## src/rtl/instruction_cache.sv

```systemverilog
// Direct-mapped read-only instruction cache: 8 blocks x 16 bytes, 1 KiB address space.
// Misses stall the fetch via BUSYWAIT while the whole block is read from memory.
module instruction_cache (
    input  logic         CLK,
    input  logic         RESET,
    input  logic [31:0]  PC,
    output logic [31:0]  INSTRUCTION,
    output logic         BUSYWAIT,
    output logic         MEM_READ,
    output logic [5:0]   MEM_ADDRESS,
    input  logic [127:0] MEM_READDATA,
    input  logic         MEM_BUSYWAIT
);

    typedef enum logic [1:0] {
        S_IDLE,
        S_MEM_READ,
        S_UPDATE
    } state_t;

    state_t       state, next_state;

    logic [7:0]   valid_q;
    logic [2:0]   tag_q  [8];
    logic [127:0] data_q [8];

    logic [2:0]   pc_tag;
    logic [2:0]   pc_index;
    logic [1:0]   pc_offset;
    logic         hit;
    logic         fill;
    logic         unused_pc_bits;

    assign pc_tag         = PC[9:7];
    assign pc_index       = PC[6:4];
    assign pc_offset      = PC[3:2];
    assign unused_pc_bits = ^{PC[31:10], PC[1:0]};

    assign hit         = valid_q[pc_index] && (tag_q[pc_index] == pc_tag);
    assign fill        = (state == S_MEM_READ) && !MEM_BUSYWAIT;
    assign MEM_ADDRESS = PC[9:4];

    always_comb begin
        INSTRUCTION = '0;
        if (RESET)
            INSTRUCTION = data_q[pc_index][{pc_offset, 5'd0} +: 32];
    end

    always_comb begin
        next_state = state;
        MEM_READ   = 1'b0;
        BUSYWAIT   = 1'b0;
        case (state)
            S_IDLE: begin
                BUSYWAIT = !hit;
                if (!hit)
                    next_state = S_MEM_READ;
            end
            S_MEM_READ: begin
                MEM_READ = 1'b1;
                BUSYWAIT = 1'b1;
                if (!MEM_BUSYWAIT)
                    next_state = S_UPDATE;
            end
            S_UPDATE: begin
                BUSYWAIT   = 1'b1;
                next_state = S_IDLE;
            end
            default: next_state = S_IDLE;
        endcase
        // All lines are invalid in reset, so the IDLE miss must be masked here.
        if (!RESET)
            BUSYWAIT = 1'b0;
    end

    always_ff @(posedge CLK or negedge RESET) begin
        if (!RESET) begin
            state   <= S_IDLE;
            valid_q <= '0;
        end else begin
            state <= next_state;
            if (fill)
                valid_q[pc_index] <= 1'b1;
        end
    end

    always_ff @(posedge CLK) begin
        if (fill) begin
            data_q[pc_index] <= MEM_READDATA;
            tag_q[pc_index]  <= pc_tag;
        end
    end

endmodule

```

## config.mk

```make
export PLATFORM = sky130hd
export DESIGN_NAME = instruction_cache
export DESIGN_NICKNAME = d
export VERILOG_FILES = /design/src/rtl/instruction_cache.sv
export SDC_FILE = /design/constraint.sdc
export NUM_CORES = 1
export LEC_CHECK = 0
export ABC_AREA = 1
export BUFFER_PORTS_ARGS = -buffer_cell sky130_fd_sc_hd__buf_2
export CAP_MARGIN = 10
export CORE_AREA = 2 2 354 356
export DETAILED_ROUTE_END_ITERATION = 12
export DIE_AREA = 0 0 356 358
export MAX_ROUTING_LAYER = met4
export SETUP_SLACK_MARGIN = 0.2
export SKIP_LAST_GASP = 1
export SYNTH_ARGS = -nofsm -noshare
export SYNTH_HDL_FRONTEND = slang
export SYNTH_SLANG_ARGS = --single-unit
```

## constraint.sdc

```tcl
create_clock -name CLK -period 10.3 [get_ports CLK]
set_clock_uncertainty 0.1 [all_clocks]
set_input_delay 0.515 -clock CLK [delete_from_list [all_inputs] [get_ports CLK]]
set_output_delay 0.515 -clock CLK [all_outputs]
set_load 0.01 [all_outputs]
```

Word level (Yosys, flattened, before mapping)
Memory sizes are Yosys's and may differ from the RTL's.
Cells that the tools add are included.
- logic and storage cells: 34
- flip-flop bits (word level): 10
- memories kept: 2
- output and inout port bits: 40
- bits in writable memories: 1048
- bitwise operators: 1
- eq/ne operators: 5
- order comparisons: 2
- multiplexer cells: 13
- shifts and indexed selects: 1
- reduce and logical (&&, ||, !) cells: 8
- memory list (memory ; words ; bits a word ; read ports ; clocked after memory_dff ; wr ports ; line ; source):
    data_q ; 8 ; 128 ; 1 ; 0 ; 1 ; 25 ; logic [127:0] data_q [8];
    tag_q ; 8 ; 3 ; 1 ; 0 ; 1 ; 24 ; logic [2:0] tag_q [8];
- operators by type and width (operator ; count):
    $shiftx A128 B8 Y32 ; 1
    $mux W32 ; 1
    $or A8 B8 Y8 ; 1
    $mux W1 ; 6
    $lt A3 B4 Y1 const B ; 1
    $mux W2 ; 2
    $ne A2 B2 Y1 const B ; 2
    $pmux W2 S2 ; 1
    $bmux W1 S3 ; 1
    $demux W1 S3 ; 1
    $eq A3 B3 Y1 ; 1
    $ge A3 B1 Y1 const B ; 1
    $logic_and A1 B1 Y1 ; 3
    $eq A2 B1 Y1 const B ; 1
    $eq A2 B2 Y1 const B ; 1
    $logic_not A1 Y1 ; 2
    $logic_not A2 Y1 ; 1
    $pmux W1 S2 ; 1
    $reduce_and A2 Y1 ; 1
    $reduce_or A2 Y1 ; 1

Logic depth before layout (Yosys ltp)
Gate-level depths: netlist of run 1.
- depth after elaboration: 6
- mapped depth: 15
- gate-level depth less buffers: 13

Least setup slack after synthesis of run 1
Ideal clock, no wire load.
- kind: input to register
- start: input port PC[4]
- end: register valid_q[5]
- slack: -780 ps
- arrival: 10858 ps
- stages on the path: 7
- library setup time: 122 ps
- path buffers: 4
- cells stage by stage: buf_6 inv_4 buf_12 buf_4 buf_4 nor3_1 or2_2
- cells in the longest elaborated chain, start to end: 5
- elaborated cells between the ends (all ways): 6
- those cells by class: 2 x order compare; 2 x mux; 1 x bitwise; 1 x reduce/logical
- RTL lines (item ; line ; source):
    from (decl) ; 6 ; input logic [31:0] PC,
    $lt A3 B4 Y1 (not written as such) or $ge A3 B1 Y1 (tied branches) ; 83 ; valid_q[pc_index] <= 1'b1;
    $logic_and A1 B1 Y1 (not written as such) ; 83 ;
    $mux W1 (not written as such) ; 83 ;
    $demux W1 S3 * ; 83 ;
    $or A8 B8 Y8 (no source line) * ; - ;
    to (signal assigned) ; 79 ; valid_q <= '0;
    to (signal, indexed assignment) ; 83 ;
    to (decl) ; 23 ; logic [7:0] valid_q;
Mark *: on every way between the ends. The rest lies on a longest branch, timed or not.
A chain may end at the register's enable or synchronous reset.

Worst setup path after layout of run 1
- start: input port PC[5]
- end: output port INSTRUCTION[30]
- cells in the longest elaborated chain, start to end: 3
- RTL lines (item ; line ; source):
    $mem_v2 Z8 W128 ; - ;
    $shiftx A128 B8 Y32 ; 46 ; INSTRUCTION = data_q[pc_index][{pc_offset, 5'd0} +: 32];
    $mux W32 ; 45 ; if (RESET)
    to (decl) ; 7 ; output logic [31:0] INSTRUCTION,
Every way passes these cells.

==> results of run 1 <==
-- metal layers --
layer	vias to the layer above	routed length, µm	GRT usage (%)
met5	-	0	-
met4	0	2470	4.16
met3	159	9260	4.25
met2	925	51600	27.1
met1	12200	48700	24.2
li1	11300	-	-
-- per-stage QoR --
stage               hold WS [ps]  total power [µW]  utilization, %  cells
floorplan                    119              5340               -   3031
global placement             302              5590            35.0   4737
detailed placement           305              5600            35.0   4737
CTS                        0.318              9100            38.0   4989
global route                6.52              9320            38.1   5011
finish                      28.4              9050            38.1   5013
-- cell usage after synthesis, types with 6 or more instances --
library cell / count / area, µm²
nor2_4: 6 / 67.6
clkbuf_1: 22 / 82.6
buf_6: 6 / 67.6
nor2_1: 89 / 334
buf_1: 17 / 63.8
nand4_1: 106 / 663
inv_2: 6 / 22.5
nand3b_1: 13 / 97.6
nor3_1: 10 / 50.1
a22oi_1: 61 / 458
or2_2: 13 / 81.3
nand3_1: 166 / 831
buf_2: 68 / 340
dfrtp_1: 10 / 250
buf_4: 38 / 285
o21ai_0: 36 / 180
edfxtp_1: 1048 / 31500
a21oi_1: 162 / 811
inv_1: 78 / 293
nand2_1: 1056 / 3960
-- cell families after synthesis --
family	after synthesis
simple gates	1467
fa+ha+maj	3
compound gates	264
buf+inv	239
flops	1058
-- worst max path at each step --
stage | start | slack, ps | endpoint
finish | PC[5] | 4930 | INSTRUCTION[30]
global route | PC[5] | 4730 | INSTRUCTION[28]
CTS | PC[5] | 4880 | INSTRUCTION[28]
detailed placement | PC[5] | 4890 | INSTRUCTION[28]
global placement | PC[5] | 4860 | INSTRUCTION[28]
floorplan | PC[5] | 2760 | data_q[4][0]
-- repair_timing --
item | 4_1_cts | 5_1_grt
setup buffers | 0 | 0
hold endpoints to repair | 449 | 0
hold buffers | 69 | 0
-- power groups by stage --
stage	clock network (µW)	logic, µW	registers (µW)
after floorplan	0	301	5030
final	3520	612	4920
after CTS	3560	619	4920
after global routing	3730	667	4930
after detailed placement	0	589	5010
after global placement	0	579	5010
-- sequential cells by signal, indices dropped and copies added, names as in the netlist --
register and flops:
tag_q 24, state 2, valid_q 8, data_q 1024
-- final cells by class --
cell class | instances | area, µm² | share of cell area [%]
diodes | 24 | 60.1 | 0.128
clock buffers | 129 | 2680 | 5.70
clock inverters | 54 | 414 | 0.882
inverters | 87 | 337 | 0.717
multi-input cells | 1734 | 7740 | 16.5
flip-flops and latches | 1058 | 31700 | 67.6
well taps | 1637 | 2050 | 4.36
repair buffers | 290 | 1960 | 4.17
==> impl_metrics.toml, run 1 <==
[worst_setup_path]
reg2reg_depth = 9
cp_num_buf_inv = 5
r2r_end = "data_q[6][76]"
critPathLaunchType = "primary input"
reg2reg_slack_ps = 6150
critical_path_class = "primary input to primary output"
r2r_start = "state[1]"
crit_arrival_ps = 4750
slowest_stage = "buf_4"
cp_data_required_time_ps = 9690
critPathCaptureType = "primary output"
cpPeakStageDelay_ps = 720
cp.depth = 13
crit_chain = "buf_2, buf_4, inv_2, nand2_2, nor2_4, buf_4, nand2_1, nand2_1, a21oi_1, nand4_1, nand3_1, a21oi_1, buf_2"
crit_family = "buffers and inverters"
critPathMaxFanout = 52

[layout]
synthToLayoutAreaGrowth_pct = 15.7
final_common_cell = "nand2_1"
fillers = 11700
layout.nets = 3439
stdcell_area_mm2 = 0.0469
final_cell_mix = "nand2_1 (1,056), edfxtp_1 (1,048), buf_2 (177), nand3_1 (166), a21oi_1 (162)"
drive_gt1_share_pct = 11.9

[synth]
ys.flop_type = "edfxtp_1"
synth.distinct_cells = 30
synth_fa_ha_area_share_pct = 0.0925
syn_area_per_cell_um2 = 13.4
yosys_warnings = 0
synth-seq-cells = 1058
synthArstFlopShare_pct = 0.945
synth-compound-area-share_pct = 3.68
syn_area_mm2 = 0.0406
synth_edf_count = 1048
synth_cells = 3031
synth-seq-area-share_pct = 78.2
muxShareOfSynthArea_pct = 0
synth-xor-area-share_pct = 0
yosys.area_share.simple_pct = 15.1
synth_top_family_by_area = "simple AND/OR/NAND/NOR gates"
syn_nets = 3197

[power]
power.density_mw_per_mm2 = 193
p_seq_share_pct = 54.4
internal_power_uw = 7010
switching_share_pct = 22.6
total_leakage_power_uw = 0.0162
p_clk_share_pct = 38.9
ir_worst_vdd_uv = 117
comb_power_share_pct = 6.8
netSwitchingPower_uw = 2040

[place]
dpl.hpwl_um = 60600
place_ws_ps = 4890
placed_area_mm2 = 0.0431
placement.io_buffers = 178
gp_congestion = 0.767

[clocking]
htree_num_levels = 3
cts_buffer_depth = 3
clk-insertion-delay-late_ps = 660
cts_sinks = 1058
clk_pin_slew_ps = 60
root_buffer = "clkbuf_16"
cts_tree = "done"
cts_resized = 0
tritoncts.num_buffers = 102

[sta]
setup_tns_ps = 0
fmax_mhz = 186
setup-violations-final = 0
drv_slew = 0
period_needed_ps = 5370
rsz0062_at_grt = "no"
fin_ws_ps = 4930
hold_viol_final = 0
relSlewSlack_pct = 22.1
worst_slew_pin_slew_ps = 1170
period_share_pct = 52.1

[grt]
antenna_found_initial = 43
grt_use_total_pct = 17.8
grt_max_degree = 126
grt_overflow = 0
grt_pass1_wl_um = 162000
grt_pass1_vias = 22900

[routing]
vias_per_cell = 4.91
routedWlPerCell_um = 22.4
ant_nets = 0
routed_wl_um = 112000
drt-initial-drc-count = 2852
drcViolationCount = 0
via_count = 24600
firstDrtPassIters = 7

[run_status]
outcome = "completed"

[hold_path]
hold_path_end = "data_q[5][11]"
hold_class = "primary input to register"
holdPathStages = 1
min_from = "MEM_READDATA[11]"

[floorplan]
die_area_mm2 = 0.127
die_w_um = 356
io_pins = 203
fp-row-count = 129
core_mm2 = 0.123
initial_core_util_pct = 32.9
chipHeight_um = 358

[run]
drv_cap = 0
(Power assumes the default switching activity.)
==> run 2: changes to the inputs <==
clock period = 4.38 ns   (was 10.3 ns; I/O delays follow)
==> impl_metrics.toml, run 2 (same netlist as run 1, synthesis figures left out) <==
[run_status]
outcome = "completed"

[worst_setup_path]
critical_path_class = "primary input to primary output"
r2r_start = "state[1]"
crit_family = "buffers and inverters"
r2r_end = "data_q[0][84]"
crit_path_end = "INSTRUCTION[3]"
crit_start = "PC[4]"
critPathCaptureType = "primary output"
cpPeakStageDelay_ps = 620
slowest_stage = "a21oi_1"
crit_chain = "buf_2, inv_4, nand2_2, inv_4, buf_4, nand2_1, nand2_1, nor2_1, nand4_1, nand3_1, a21oi_1, buf_2"
crit_arrival_ps = 3320
cp_num_buf_inv = 5
reg2reg_depth = 7
reg2reg_slack_ps = 1650
critPathLaunchType = "primary input"
critPathMaxFanout = 33
cp_data_required_time_ps = 4060
cp.depth = 12

[sta]
drv_slew = 0
fin_ws_ps = 744
period_share_pct = 83.0
period_needed_ps = 3640
fmax_mhz = 275
setup-violations-final = 0
hold_viol_final = 0
relSlewSlack_pct = 15.4
rsz0062_at_grt = "no"
worst_slew_pin_slew_ps = 1270
setup_tns_ps = 0

[clocking]
cts_buffer_depth = 3
post_cts_buffers = 0
clk_pin_slew_ps = 60
root_buffer = "clkbuf_16"
cts_resized = 0
cts_tree = "done"
htree_num_levels = 3
clk-insertion-delay-late_ps = 690
postCtsHoldBufs = 135
tritoncts.num_buffers = 105
cts_sinks = 1058

[grt]
grt_pass1_vias = 23700
grt_use_total_pct = 18.2
antenna_found_initial = 18
grt_overflow = 0
grt_max_degree = 90
grt_pass1_wl_um = 166000

[layout]
fillers = 11500
seqCellArea_mm2 = 0.0317
final_cell_mix = "nand2_1 (1,056), edfxtp_1 (1,048), buf_2 (177), nand3_1 (166), a21oi_1 (162)"
multiInputGateArea_mm2 = 0.00775
synthToLayoutAreaGrowth_pct = 19.3
regMostFlops = "data_q"
largest_reg_flops = 1024
final_common_cell = "nand2_1"
reg.largest.list = "data_q x1024, tag_q x24, valid_q x8"
layout.nets = 3540
drive_gt1_share_pct = 12.9
stdcell_area_mm2 = 0.0484

[place]
placed_area_mm2 = 0.0437
gp_congestion = 0.791
dpl.hpwl_um = 64500
place_ws_ps = 806
placement.io_buffers = 178

[power]
netSwitchingPower_uw = 5050
internal_power_uw = 16900
power.density_mw_per_mm2 = 453
p_clk_share_pct = 40.1
p_seq_share_pct = 52.8
ir_worst_vdd_uv = 320
total_leakage_power_uw = 0.0169
comb_power_share_pct = 7.1
p_total_uw = 21900
switching_share_pct = 23.0

[routing]
drcViolationCount = 0
routedWlPerCell_um = 22.3
ant_nets = 0
routed_wl_um = 114000
firstDrtPassIters = 6
drt-initial-drc-count = 2817
vias_per_cell = 4.92
via_count = 25200

[run]
drv_cap = 0

[floorplan]
core_mm2 = 0.123
die_area_mm2 = 0.127
io_pins = 203
initial_core_util_pct = 32.9
die_w_um = 356
chipHeight_um = 358
fp-row-count = 129

[hold_path]
hold_class = "primary input to register"
run 2: cell count changes in the layout (fill, tap and decap cells not counted), moves of 3 or more:
cell | previous run | this run
diode_2 | 24 | 18
bufinv_16 | 5 | 8
buf_4 | 40 | 47
inv_2 | 7 | 10
dlygate4sd3_1 | 69 | 135
inv_1 | 76 | 73
buf_12 | 4 | 29
clkbuf_1 | 26 | 23
run 2: area by class of cell:
cell class                      instances  area share, %
Clock buffer                          128           5.61
Inverter                               87          0.695
Clock inverter                         64           1.26
Tap cell                             1637           4.23
Timing Repair Buffer                  388           6.55
Sequential cell                      1058           65.5
Antenna cell                           18         0.0931
Multi-Input combinational cell       1734           16.0
run 2: how the worst min path moves through the flow:
stage                      from  slack [ps]             to  cells after the start
2_1_floorplan             RESET        -180       state[0]                      0
3_3_place_gp              RESET        -0.1       state[0]                      1
3_5_place_dp              RESET           3       state[0]                      1
4_1_cts                   PC[6]         170     valid_q[4]                      5
5_1_grt        MEM_READDATA[39]         240  data_q[4][39]                      2
6_report                  PC[6]         220     valid_q[4]                      5
run 2: metal layers:
layer / GRT usage (%) / part of all wire (%)
met1: 25.9 / 46
met2: 27.4 / 46
met3: 2.83 / 6.7
met4: 4.34 / 2.0
met5: - / 0
run 2: tightest hold or removal path: stages:
cell	delay (ps)
buf_2	180
nand2_2	190
nor2_4	140
inv_1	140
o21ai_0	80
run 2: power by group through the flow:
stage,registers (µW),logic [µW],clock network (µW)
after CTS,11600,1570,8890
after global routing,11600,1690,9290
after detailed placement,11800,1440,0
after floorplan,11800,726,0
final,11600,1550,8780
after global placement,11800,1420,0
run 2: stage by stage:
step | utilization [%] | hold WS (ps) | cells
after floorplan | - | -177 | 3031
after global placement | 35.4 | -0.133 | 4769
after detailed placement | 35.4 | 2.60 | 4769
after CTS | 39.2 | 174 | 5096
after global routing | 39.2 | 243 | 5110
final | 39.2 | 221 | 5114
